$ cat src/rtl/hex_display_ctrl.sv
// rtl/hex_display_ctrl.sv - shares one hex-to-7-segment decoder across NUM_DIGITS displays
// Optional blink stage enabled by macro HEX_BLINK_EN.
module hex_display_ctrl #(
    parameter int NUM_DIGITS = 8
`ifdef HEX_BLINK_EN
    ,
    parameter int BLINK_DIV  = 25_000_000
`endif
) (
    input  logic                    i_clk,
    input  logic                    i_reset,
    input  logic                    i_valid,
    output logic                    o_ready,
    input  logic [4*NUM_DIGITS-1:0] i_data,
    input  logic                    i_blank_en,
`ifdef HEX_BLINK_EN
    input  logic [NUM_DIGITS-1:0]   i_blink_mask,
`endif
    output logic [7*NUM_DIGITS-1:0] o_hex,
    output logic                    o_done
);
    localparam int IW = $clog2(NUM_DIGITS);
    localparam logic [6:0] SEG_OFF = 7'h7F;

    typedef enum logic {IDLE, SCAN} state_e;

    state_e                  state_q;
    logic [4*NUM_DIGITS-1:0] data_q;
    logic                    blank_en_q;
    logic [IW-1:0]           idx_q;
    logic                    nz_q;
    logic                    ready_q;
    logic                    done_q;
    logic [7*NUM_DIGITS-1:0] hex_q;

    logic [3:0] nibble;
    logic [6:0] seg;
    logic       blank;

    always_comb begin
        nibble = 4'h0;
        for (int k = 0; k < NUM_DIGITS; k++) begin
            if (idx_q == IW'(k)) nibble = data_q[4*k +: 4];
        end
    end

    // The single shared decoder, active-low gfedcba.
    always_comb begin
        seg = SEG_OFF;
        case (nibble)
            4'h0: seg = 7'h40;
            4'h1: seg = 7'h79;
            4'h2: seg = 7'h24;
            4'h3: seg = 7'h30;
            4'h4: seg = 7'h19;
            4'h5: seg = 7'h12;
            4'h6: seg = 7'h02;
            4'h7: seg = 7'h78;
            4'h8: seg = 7'h00;
            4'h9: seg = 7'h10;
            4'hA: seg = 7'h08;
            4'hB: seg = 7'h03;
            4'hC: seg = 7'h46;
            4'hD: seg = 7'h21;
            4'hE: seg = 7'h06;
            4'hF: seg = 7'h0E;
            default: seg = SEG_OFF;
        endcase
    end

    assign blank = blank_en_q && !nz_q && (nibble == 4'h0) && (idx_q != '0);

    always_ff @(posedge i_clk) begin
        if (i_reset) begin
            state_q    <= IDLE;
            data_q     <= '0;
            blank_en_q <= 1'b0;
            idx_q      <= '0;
            nz_q       <= 1'b0;
            ready_q    <= 1'b1;
            done_q     <= 1'b0;
            hex_q      <= {NUM_DIGITS{SEG_OFF}};
        end else begin
            done_q <= 1'b0;
            case (state_q)
                IDLE: begin
                    if (i_valid) begin
                        data_q     <= i_data;
                        blank_en_q <= i_blank_en;
                        idx_q      <= IW'(NUM_DIGITS - 1);
                        nz_q       <= 1'b0;
                        ready_q    <= 1'b0;
                        state_q    <= SCAN;
                    end
                end
                SCAN: begin
                    for (int k = 0; k < NUM_DIGITS; k++) begin
                        if (idx_q == IW'(k)) hex_q[7*k +: 7] <= blank ? SEG_OFF : seg;
                    end
                    nz_q <= nz_q | (nibble != 4'h0);
                    if (idx_q == '0) begin
                        state_q <= IDLE;
                        ready_q <= 1'b1;
                        done_q  <= 1'b1;
                    end else begin
                        idx_q <= idx_q - 1'b1;
                    end
                end
                default: state_q <= IDLE;
            endcase
        end
    end

    assign o_ready = ready_q;
    assign o_done  = done_q;

`ifdef HEX_BLINK_EN
    localparam int CW = (BLINK_DIV > 1) ? $clog2(BLINK_DIV) : 1;

    logic [CW-1:0]           cnt_q;
    logic                    phase_q;
    logic [7*NUM_DIGITS-1:0] out_q;
    logic [7*NUM_DIGITS-1:0] masked;

    always_comb begin
        masked = hex_q;
        for (int k = 0; k < NUM_DIGITS; k++) begin
            if (phase_q && i_blink_mask[k]) masked[7*k +: 7] = SEG_OFF;
        end
    end

    // Mask is applied in a register so the pins see no path from i_blink_mask.
    always_ff @(posedge i_clk) begin
        if (i_reset) begin
            cnt_q   <= '0;
            phase_q <= 1'b0;
            out_q   <= {NUM_DIGITS{SEG_OFF}};
        end else begin
            if (cnt_q == CW'(BLINK_DIV - 1)) begin
                cnt_q   <= '0;
                phase_q <= ~phase_q;
            end else begin
                cnt_q <= cnt_q + 1'b1;
            end
            out_q <= masked;
        end
    end

    assign o_hex = out_q;
`else
    assign o_hex = hex_q;
`endif

endmodule

$ cat config.mk
export PLATFORM = sky130hd
export DESIGN_NAME = hex_display_ctrl
export DESIGN_NICKNAME = d
export VERILOG_FILES = /design/src/rtl/hex_display_ctrl.sv
export SDC_FILE = /design/constraint.sdc
export NUM_CORES = 1
export LEC_CHECK = 0
export CORE_MARGIN = 1.5
export CORE_UTILIZATION = 55
export CTS_CLUSTER_SIZE = 14
export DETAILED_ROUTE_END_ITERATION = 8
export MAX_ROUTING_LAYER = met4
export PLACE_DENSITY_LB_ADDON = 0.1
export REMOVE_ABC_BUFFERS = 1
export SYNTH_ARGS = -nofsm -noshare
export SYNTH_HDL_FRONTEND = slang
export SYNTH_SLANG_ARGS = --single-unit
export TNS_END_PERCENT = 20
$ cat constraint.sdc
create_clock -name i_clk -period 6.5 [get_ports i_clk]
set_input_delay 1.3 -clock i_clk [delete_from_list [all_inputs] [get_ports i_clk]]
set_output_delay 1.3 -clock i_clk [all_outputs]
set_load 0.005 [all_outputs]
==> results by group, run 1 <==
Finish
  – Final net count: 630
  – Commonest cells after routing, fill and taps aside: dfxtp_1, clkdlybuf4s50_1, nand2_1, nor3_1, a31oi_1
  – Area grow syn2layout: 24.3%
  – Commonest non-fill, non-tap cell in the layout: dfxtp_1
  – Layout Utilization: 0.710
  – Ant. Diodes: 0
  – Layout cell share with drive strength beyond 1: 0.0797
  – Final instance area: 5540 sq um

Timing
  – Final setup violation count: 0
  – Pins over their slew limit: 0
  – Final Cycle Share: 0.637
  – TNS Setup: 0 ns
  – Slew headroom: 0.190
  – Max Clock Skew: 0.0123 ns
  – Minimum clock period: 4.14 ns
  – Worst Tran Pin Value: 1.21 ns
  – Post-route worst setup slack: 2.36 ns
  – Endpoints failing hold: 0
  – Max Freq: 242 MHz
  – RSZ-0062 raised after global routing: false

GRT
  – Vias in the first global route: 3964
  – Grt ovf: 0
  – First-pass GRT wire length: 19.0 mm
  – Pin count of the biggest net entering global routing: 68
  – Initial antenna violation count: 0
  – GRT Overall Usage: 0.284

Logic synthesis
  – Async SR Flop Fraction: 0
  – Cell Area, Synth: 4460 sq um
  – Primary FF master, synth: dfxtp_1
  – Synth Register Bits: 96
  – Mapped Cells: 525
  – Seq/Total Area, Yosys: 0.431
  – EDFF count, synth: 0
  – Synth cell types: 66
  – Synth Warn #: 0
  – Mapped Avg Cell Area: 8.50 sq um

Die
  – Die ar.: 8660 sq um
  – Core area: 7810 sq um
  – Die W: 93.1 microns
  – Die height: 93.1 microns
  – Rows: 32
  – I/O Pins: 94
  – Starting density of the core: 0.571

Power
  – Lkg Pwr: 1.98 nW
  – Combinational power share: 0.267
  – Worst VDD drop: 0.132 mV
  – Part of the power in registers: 0.437
  – Internal power: 0.994 mW
  – Sw frac: 0.332
  – Pwr dens: 269 nW/um^2
  – P_sw: 0.495 mW
  – Clock power share: 0.296

Route
  – Routed vias/inst: 6.11
  – DRC violation count after routing: 0
  – Vias: 4230
  – First-pass DRT Iterations: 5
  – Routed WL: 11.5 mm
  – Post-DRT Antenna Nets: 0
  – Routed length per placed instance: 16.6 microns
  – DRT iter0 DRCs: 362

Clocking
  – H-tree levels: 3
  – Cells resized by post-CTS repair: 0
  – Worst-Skew Late Latency: 0.37 ns
  – Hold_buf cts: 0
  – Post-CTS Setup Bufs: 0
  – TritonCTS buffer count: 9
  – Root Buffer: clkbuf_8
  – Worst-path clk slew: 0.10 ns
  – CTS Sinks: 96
  – Max Root-Sink Buffers: 2
  – TritonCTS clock tree: built

Placement
  – Dpl ws: 2.46 ns
  – Number of port buffers: 93
  – GPL Wtd Cong: 0.904
  – DP Wirelength: 8.04 mm
  – Placed instance area: 5320 sq um

Worst setup path
  – Worst reg2reg path endpoint: o_hex[49]$_SDFFE_PP1P_
  – Worst path bufs/invs: 2
  – Slowest cell on crit path: ha_1
  – Flop-to-flop setup slack: 2.36 ns
  – Cell family with most CP delay: simple AND/OR/NAND/NOR gates
  – WP data required: 6.77 ns
  – Kind of end point of the critical path: flop
  – Reg2reg path depth: 11
  – Critical path launch point: idx_q[0]$_SDFFE_PP0P_
  – Levels on crit path: 11
  – R2r startpoint: idx_q[0]$_SDFFE_PP0P_
  – Slowest stage delay, CP: 0.60 ns
  – Kind of critical path: flop to flop
  – Arrival @ worst endpoint: 4.40 ns
  – Crit-path max FO: 20
  – Critical Path Start Type: flop
  – Worst path cell trace: ha_1 -> inv_1 -> o2111ai_1 -> a22oi_1 -> or2_2 -> inv_1 -> ha_1 -> nor2b_1 -> and3_1 -> nand2_1 -> a311oi_1

Outcome
  – Status: completed

Hold path
  – HP Class: flop to flop
  – Hold wc startpoint: data_q[30]$_SDFFE_PP0P_
  – Hold depth: 2
  – WHS Endpoint: data_q[30]$_SDFFE_PP0P_

Run
  – Max cap viols: 0
[metrics by stage]
step	std cells	hold slack (ns)	total power, mW
2_1_floorplan	480	0.425	0.902
3_3_place_gp	676	0.437	1.04
3_5_place_dp	676	0.442	1.05
4_1_cts	692	0.458	1.48
5_1_grt	692	0.481	1.55
6_report	692	0.457	1.49
[how the worst max path moves through the flow]
stage,endpoint,slack (ns)
floorplan,o_hex[17]$_SDFFE_PP1P_,3.07
global placement,o_hex[14]$_SDFFE_PP1P_,2.67
detailed placement,o_hex[35]$_SDFFE_PP1P_,2.46
CTS,o_hex[49]$_SDFFE_PP1P_,2.42
global route,o_hex[35]$_SDFFE_PP1P_,1.96
finish,o_hex[49]$_SDFFE_PP1P_,2.36
[layout make-up]
cell class | count | area [sq um]
Tap cell | 102 | 128
Clock buffer | 9 | 124
Sequential cell | 96 | 1920
Multi-Input combinational cell | 374 | 2300
Timing Repair Buffer | 94 | 933
Clock inverter | 7 | 100
Inverter | 10 | 37.5
Fill cell | 625 | 2260
[cells in the mapped netlist (7+ instances only)]
library cell | number | area share
clkbuf_1 | 24 | 0.020
o21ai_0 | 7 | 0.0079
ha_1 | 9 | 0.025
a21oi_1 | 38 | 0.043
nand2b_1 | 13 | 0.018
nand2_1 | 83 | 0.070
buf_2 | 9 | 0.010
a31oi_1 | 40 | 0.056
dfxtp_1 | 96 | 0.43
nor3_1 | 55 | 0.062
nor2b_1 | 12 | 0.017
inv_1 | 9 | 0.0076
nor2_1 | 13 | 0.011
buf_1 | 7 | 0.0059
a41oi_1 | 7 | 0.014
a221oi_2 | 8 | 0.027
a311oi_1 | 7 | 0.014
[registers in the layout, summed over array words and instances (netlist names)]
register / flops
o_done: 1
data_q: 32
idx_q: 3
state_q: 1
nz_q: 1
blank_en_q: 1
o_hex: 56
o_ready: 1
[power groups by stage]
stage	combinational [mW]	sequential (mW)	clock [mW]
6_report	0.398	0.651	0.441
2_1_floorplan	0.243	0.659	0
3_5_place_dp	0.389	0.664	0
3_3_place_gp	0.379	0.663	0
5_1_grt	0.430	0.655	0.469
4_1_cts	0.392	0.650	0.440
[metal layers]
| layer | wire, microns | track usage | part of all wire |
|---|---|---|---|
| met1 | 4850 | 0.341 | 0.42 |
| met5 | 0 | - | 0 |
| met4 | 301 | 0.117 | 0.026 |
| met3 | 684 | 0.0439 | 0.059 |
| met2 | 5670 | 0.476 | 0.49 |
[kinds of logic (layout without fill, tap and decap cells)]
| kind of cell | after synthesis | count (layout) | share of synthesized area |
|---|---|---|---|
| compound gates | 163 | 163 | 0.272 |
| buf+inv | 55 | 120 | 0.0541 |
| fa+ha+maj | 9 | 9 | 0.0252 |
| flops | 96 | 96 | 0.431 |
| simple gates | 201 | 201 | 0.215 |
| xor+xnor | 1 | 1 | 0.00196 |
[worst register-to-register path: stages, from the launching register on]
cell       delay, ns
dfxtp_1         0.43
ha_1            0.60
inv_1           0.19
o2111ai_1       0.24
a22oi_1         0.17
or2_2           0.42
inv_1           0.16
ha_1            0.19
nor2b_1         0.18
and3_1          0.59
nand2_1         0.47
a311oi_1        0.40
Power figures use the tool's default switching activity.
==> inputs of run 2 (changes only) <==
--- a/config.mk
+++ b/config.mk
@@ -6,7 +6,7 @@
 export NUM_CORES = 1
 export LEC_CHECK = 0
 export CORE_MARGIN = 1.5
-export CORE_UTILIZATION = 55
+export CORE_UTILIZATION = 46
 export CTS_CLUSTER_SIZE = 14
 export DETAILED_ROUTE_END_ITERATION = 8
 export MAX_ROUTING_LAYER = met4
==> constraint.sdc (replaced) <==
create_clock -name i_clk -period 3.8 [get_ports i_clk]
set_input_delay 0.76 -clock i_clk [delete_from_list [all_inputs] [get_ports i_clk]]
set_output_delay 0.76 -clock i_clk [all_outputs]
set_load 0.005 [all_outputs]
==> run 2 against run 1 <==
  * Count of clock-buffer cells in the layout did not move
  * Register-to-register slack worse by 2.1 ns
  * Clock power up 62%
  * First-iteration DRC count decreased by 48%
  * Routed wire length increased by 7.8%
  * Sequential power is 71% higher
  * Core utilization decreased by 9.5 points
  * Largest power group unchanged
  * Highest routed layer unchanged
==> results by group, run 2 (synthesis results as in run 1) <==
Die
  – Die W: 101 microns (+9.0%)
  – Die height: 101 microns (+9.0%)
  – Core area: 9330 sq um (+19%)
  – Starting density of the core: 0.478 (-0.0931)
  – Die ar.: 10300 sq um (+19%)
  – Rows: 35 (+9.4%)
  – I/O Pins: 94 (unchanged)

Timing
  – Final Cycle Share: 0.938 (+0.301)
  – Pins over their slew limit: 0 (unchanged)
  – TNS Setup: 0 ns (unchanged)
  – Endpoints failing hold: 0 (unchanged)
  – Max Clock Skew: 0.0176 ns (+0.00533 ns)
  – Minimum clock period: 3.56 ns (-0.575 ns)
  – Max Freq: 281 MHz (+16%)
  – Worst Tran Pin Value: 1.20 ns (-0.0162 ns)
  – Post-route worst setup slack: 0.236 ns (-2.12 ns)
  – Slew headroom: 0.201 (+0.0108)
  – Final setup violation count: 0 (unchanged)

Worst setup path
  – Slowest stage delay, CP: 0.47 ns (-0.13 ns)
  – Worst path cell trace: inv_1 -> ha_1 -> inv_1 -> a32o_1 -> a22oi_1 -> or2_2 -> inv_1 -> ha_1 -> nor2b_1 -> and3_1 -> or3_2 -> o221ai_4 -> a31oi_1
  – Flop-to-flop setup slack: 0.24 ns (-2.12 ns)
  – CP endpoint: o_hex[31]$_SDFFE_PP1P_
  – Slowest cell on crit path: or3_2
  – Reg2reg path depth: 13 (+2)
  – Critical path launch point: idx_q[1]$_SDFFE_PP0P_
  – Arrival @ worst endpoint: 3.77 ns (-0.63 ns)
  – Critical Path Start Type: flop
  – CP most frequent cell: inv_1
  – R2r startpoint: idx_q[1]$_SDFFE_PP0P_
  – WP data required: 4.01 ns (-2.76 ns)
  – Kind of critical path: flop to flop
  – Crit-path max FO: 8 (-60%)
  – Kind of end point of the critical path: flop
  – Worst reg2reg path endpoint: o_hex[31]$_SDFFE_PP1P_

Power
  – Worst VDD drop: 0.190 mV (+44%)
  – P_sw: 0.894 mW (+81%)
  – Part of the power in registers: 0.428 (-0.009)
  – Sw frac: 0.345 (+0.0130)
  – Combinational power share: 0.297 (+0.030)
  – Lkg Pwr: 2.07 nW (+4.8%)
  – Pwr dens: 451 nW/um^2 (+68%)
  – Clock power share: 0.276 (-0.020)
  – Internal power: 1.69 mW (+70%)

Finish
  – Area grow syn2layout: 28.6%
  – Ant. Diodes: 0 (unchanged)
  – Fillers: 870 (+39%)
  – Commonest non-fill, non-tap cell in the layout: dfxtp_1
  – Register area: 1920 sq um (unchanged)
  – Layout cell share with drive strength beyond 1: 0.111 (+0.0316)
  – Final net count: 651 (+3.3%)
  – Multi-input logic area: 2310 sq um (+0.49%)
  – Commonest cells after routing, fill and taps aside: dfxtp_1, clkdlybuf4s50_1, nand2_1, nor3_1, a31oi_1
  – Max reg flops: 56 (unchanged)

Clocking
  – Hold_buf cts: 0 (unchanged)
  – Max Root-Sink Buffers: 2 (unchanged)
  – CTS Sinks: 96 (unchanged)
  – Worst-Skew Late Latency: 0.37 ns (about the same)
  – H-tree levels: 3 (unchanged)
  – Post-CTS Setup Bufs: 0 (unchanged)
  – Worst-path clk slew: 0.11 ns (about the same)
  – Root Buffer: clkbuf_8
  – TritonCTS clock tree: built
  – TritonCTS buffer count: 9 (unchanged)

Route
  – Routed WL: 12.4 mm (+7.8%)
  – DRC violation count after routing: 0 (unchanged)
  – Vias: 4238 (+0.19%)
  – Routed length per placed instance: 16.8 microns (+0.79%)
  – Routed vias/inst: 5.73 (-6.3%)
  – First-pass DRT Iterations: 4 (-1)
  – Post-DRT Antenna Nets: 0 (unchanged)
  – DRT iter0 DRCs: 188 (-48%)

GRT
  – First-pass GRT wire length: 19.9 mm (+4.5%)
  – GRT Overall Usage: 0.256 (-0.0283)
  – Initial antenna violation count: 0 (unchanged)
  – Pin count of the biggest net entering global routing: 45 (-34%)
  – Grt ovf: 0 (unchanged)
  – Vias in the first global route: 3892 (-1.8%)

Outcome
  – Status: completed

Placement
  – Dpl ws: 0.233 ns (-2.22 ns)
  – Number of port buffers: 93 (unchanged)
  – DP Wirelength: 9.02 mm (+12%)
  – GPL Wtd Cong: 0.914 (+1.1%)

Hold path
  – Hold depth: 2 (unchanged)
  – Hold wc startpoint: data_q[26]$_SDFFE_PP0P_
  – HP Class: flop to flop

Run
  – Max cap viols: 0 (unchanged)
## run 2: through the flow
stage	power, mW	util	cells	cell area (sq um)	hold WS (ns)
after CTS	2.58	0.614	740	5720	0.463
after floorplan	1.54	-	480	4260	0.425
after detailed placement	1.88	0.591	724	5510	0.441
after global placement	1.87	0.591	724	5510	0.433
final	2.59	0.615	740	5730	0.459
after global routing	2.70	0.615	740	5730	0.479
## run 2: metal layers
layer  share of wire  GRT usage  vias up
met5               0          -        -
met4           0.019     0.0897        0
met3           0.047     0.0297       20
met2            0.50      0.434      148
met1            0.44      0.314     1991
li1                -          -     2079
## run 2: cell type report
type / count / area share
well taps: 129 / 0.0281
repair buffers: 115 / 0.190
clock inverters: 7 / 0.0153
clock buffers: 9 / 0.0216
flip-flops and latches: 96 / 0.335
inverters: 10 / 0.00655
multi-input cells: 374 / 0.403
## run 2: critical path, delay by kind of cell (launching register included)
family	cells	cell delay (ns)
buffers and inverters	3	0.37
and+or+nand+nor	4	1.16
adders and majority gates	2	0.53
DFF	1	0.37
AOI/OAI and AO/OA	4	0.97
## run 2: power by group through the flow
stage	Sequential [mW]	Combinational (mW)	Clock [mW]
after floorplan	1.13	0.416	0
after global placement	1.13	0.742	0
after detailed placement	1.13	0.749	0
after CTS	1.11	0.752	0.725
after global routing	1.12	0.828	0.760
final	1.11	0.767	0.714
## run 2: how the worst min path moves through the flow
| stage | end | slack [ns] |
|---|---|---|
| after global placement | o_ready$_SDFFE_PP1P_ | 0.43 |
| after CTS | data_q[26]$_SDFFE_PP0P_ | 0.46 |
| after global routing | data_q[26]$_SDFFE_PP0P_ | 0.48 |
| after detailed placement | o_ready$_SDFFE_PP1P_ | 0.44 |
| after floorplan | data_q[5]$_SDFFE_PP0P_ | 0.43 |
| final | data_q[26]$_SDFFE_PP0P_ | 0.46 |
## run 2: repair_timing
item / CTS / global route
gates resized for setup: 0 / 1
endpoints found under the hold margin: 0 / 0
endpoints found under the setup margin: 0 / 7
==> inputs of run 3 (changes only) <==
--- a/config.mk
+++ b/config.mk
@@ -12,6 +12,7 @@
 export MAX_ROUTING_LAYER = met4
 export PLACE_DENSITY_LB_ADDON = 0.1
 export REMOVE_ABC_BUFFERS = 1
+export SKIP_LAST_GASP = 1
 export SYNTH_ARGS = -nofsm -noshare
 export SYNTH_HDL_FRONTEND = slang
 export SYNTH_SLANG_ARGS = --single-unit
==> results of run 3 <==
The final DEF is identical to that of run 2; final timing and power are the same.
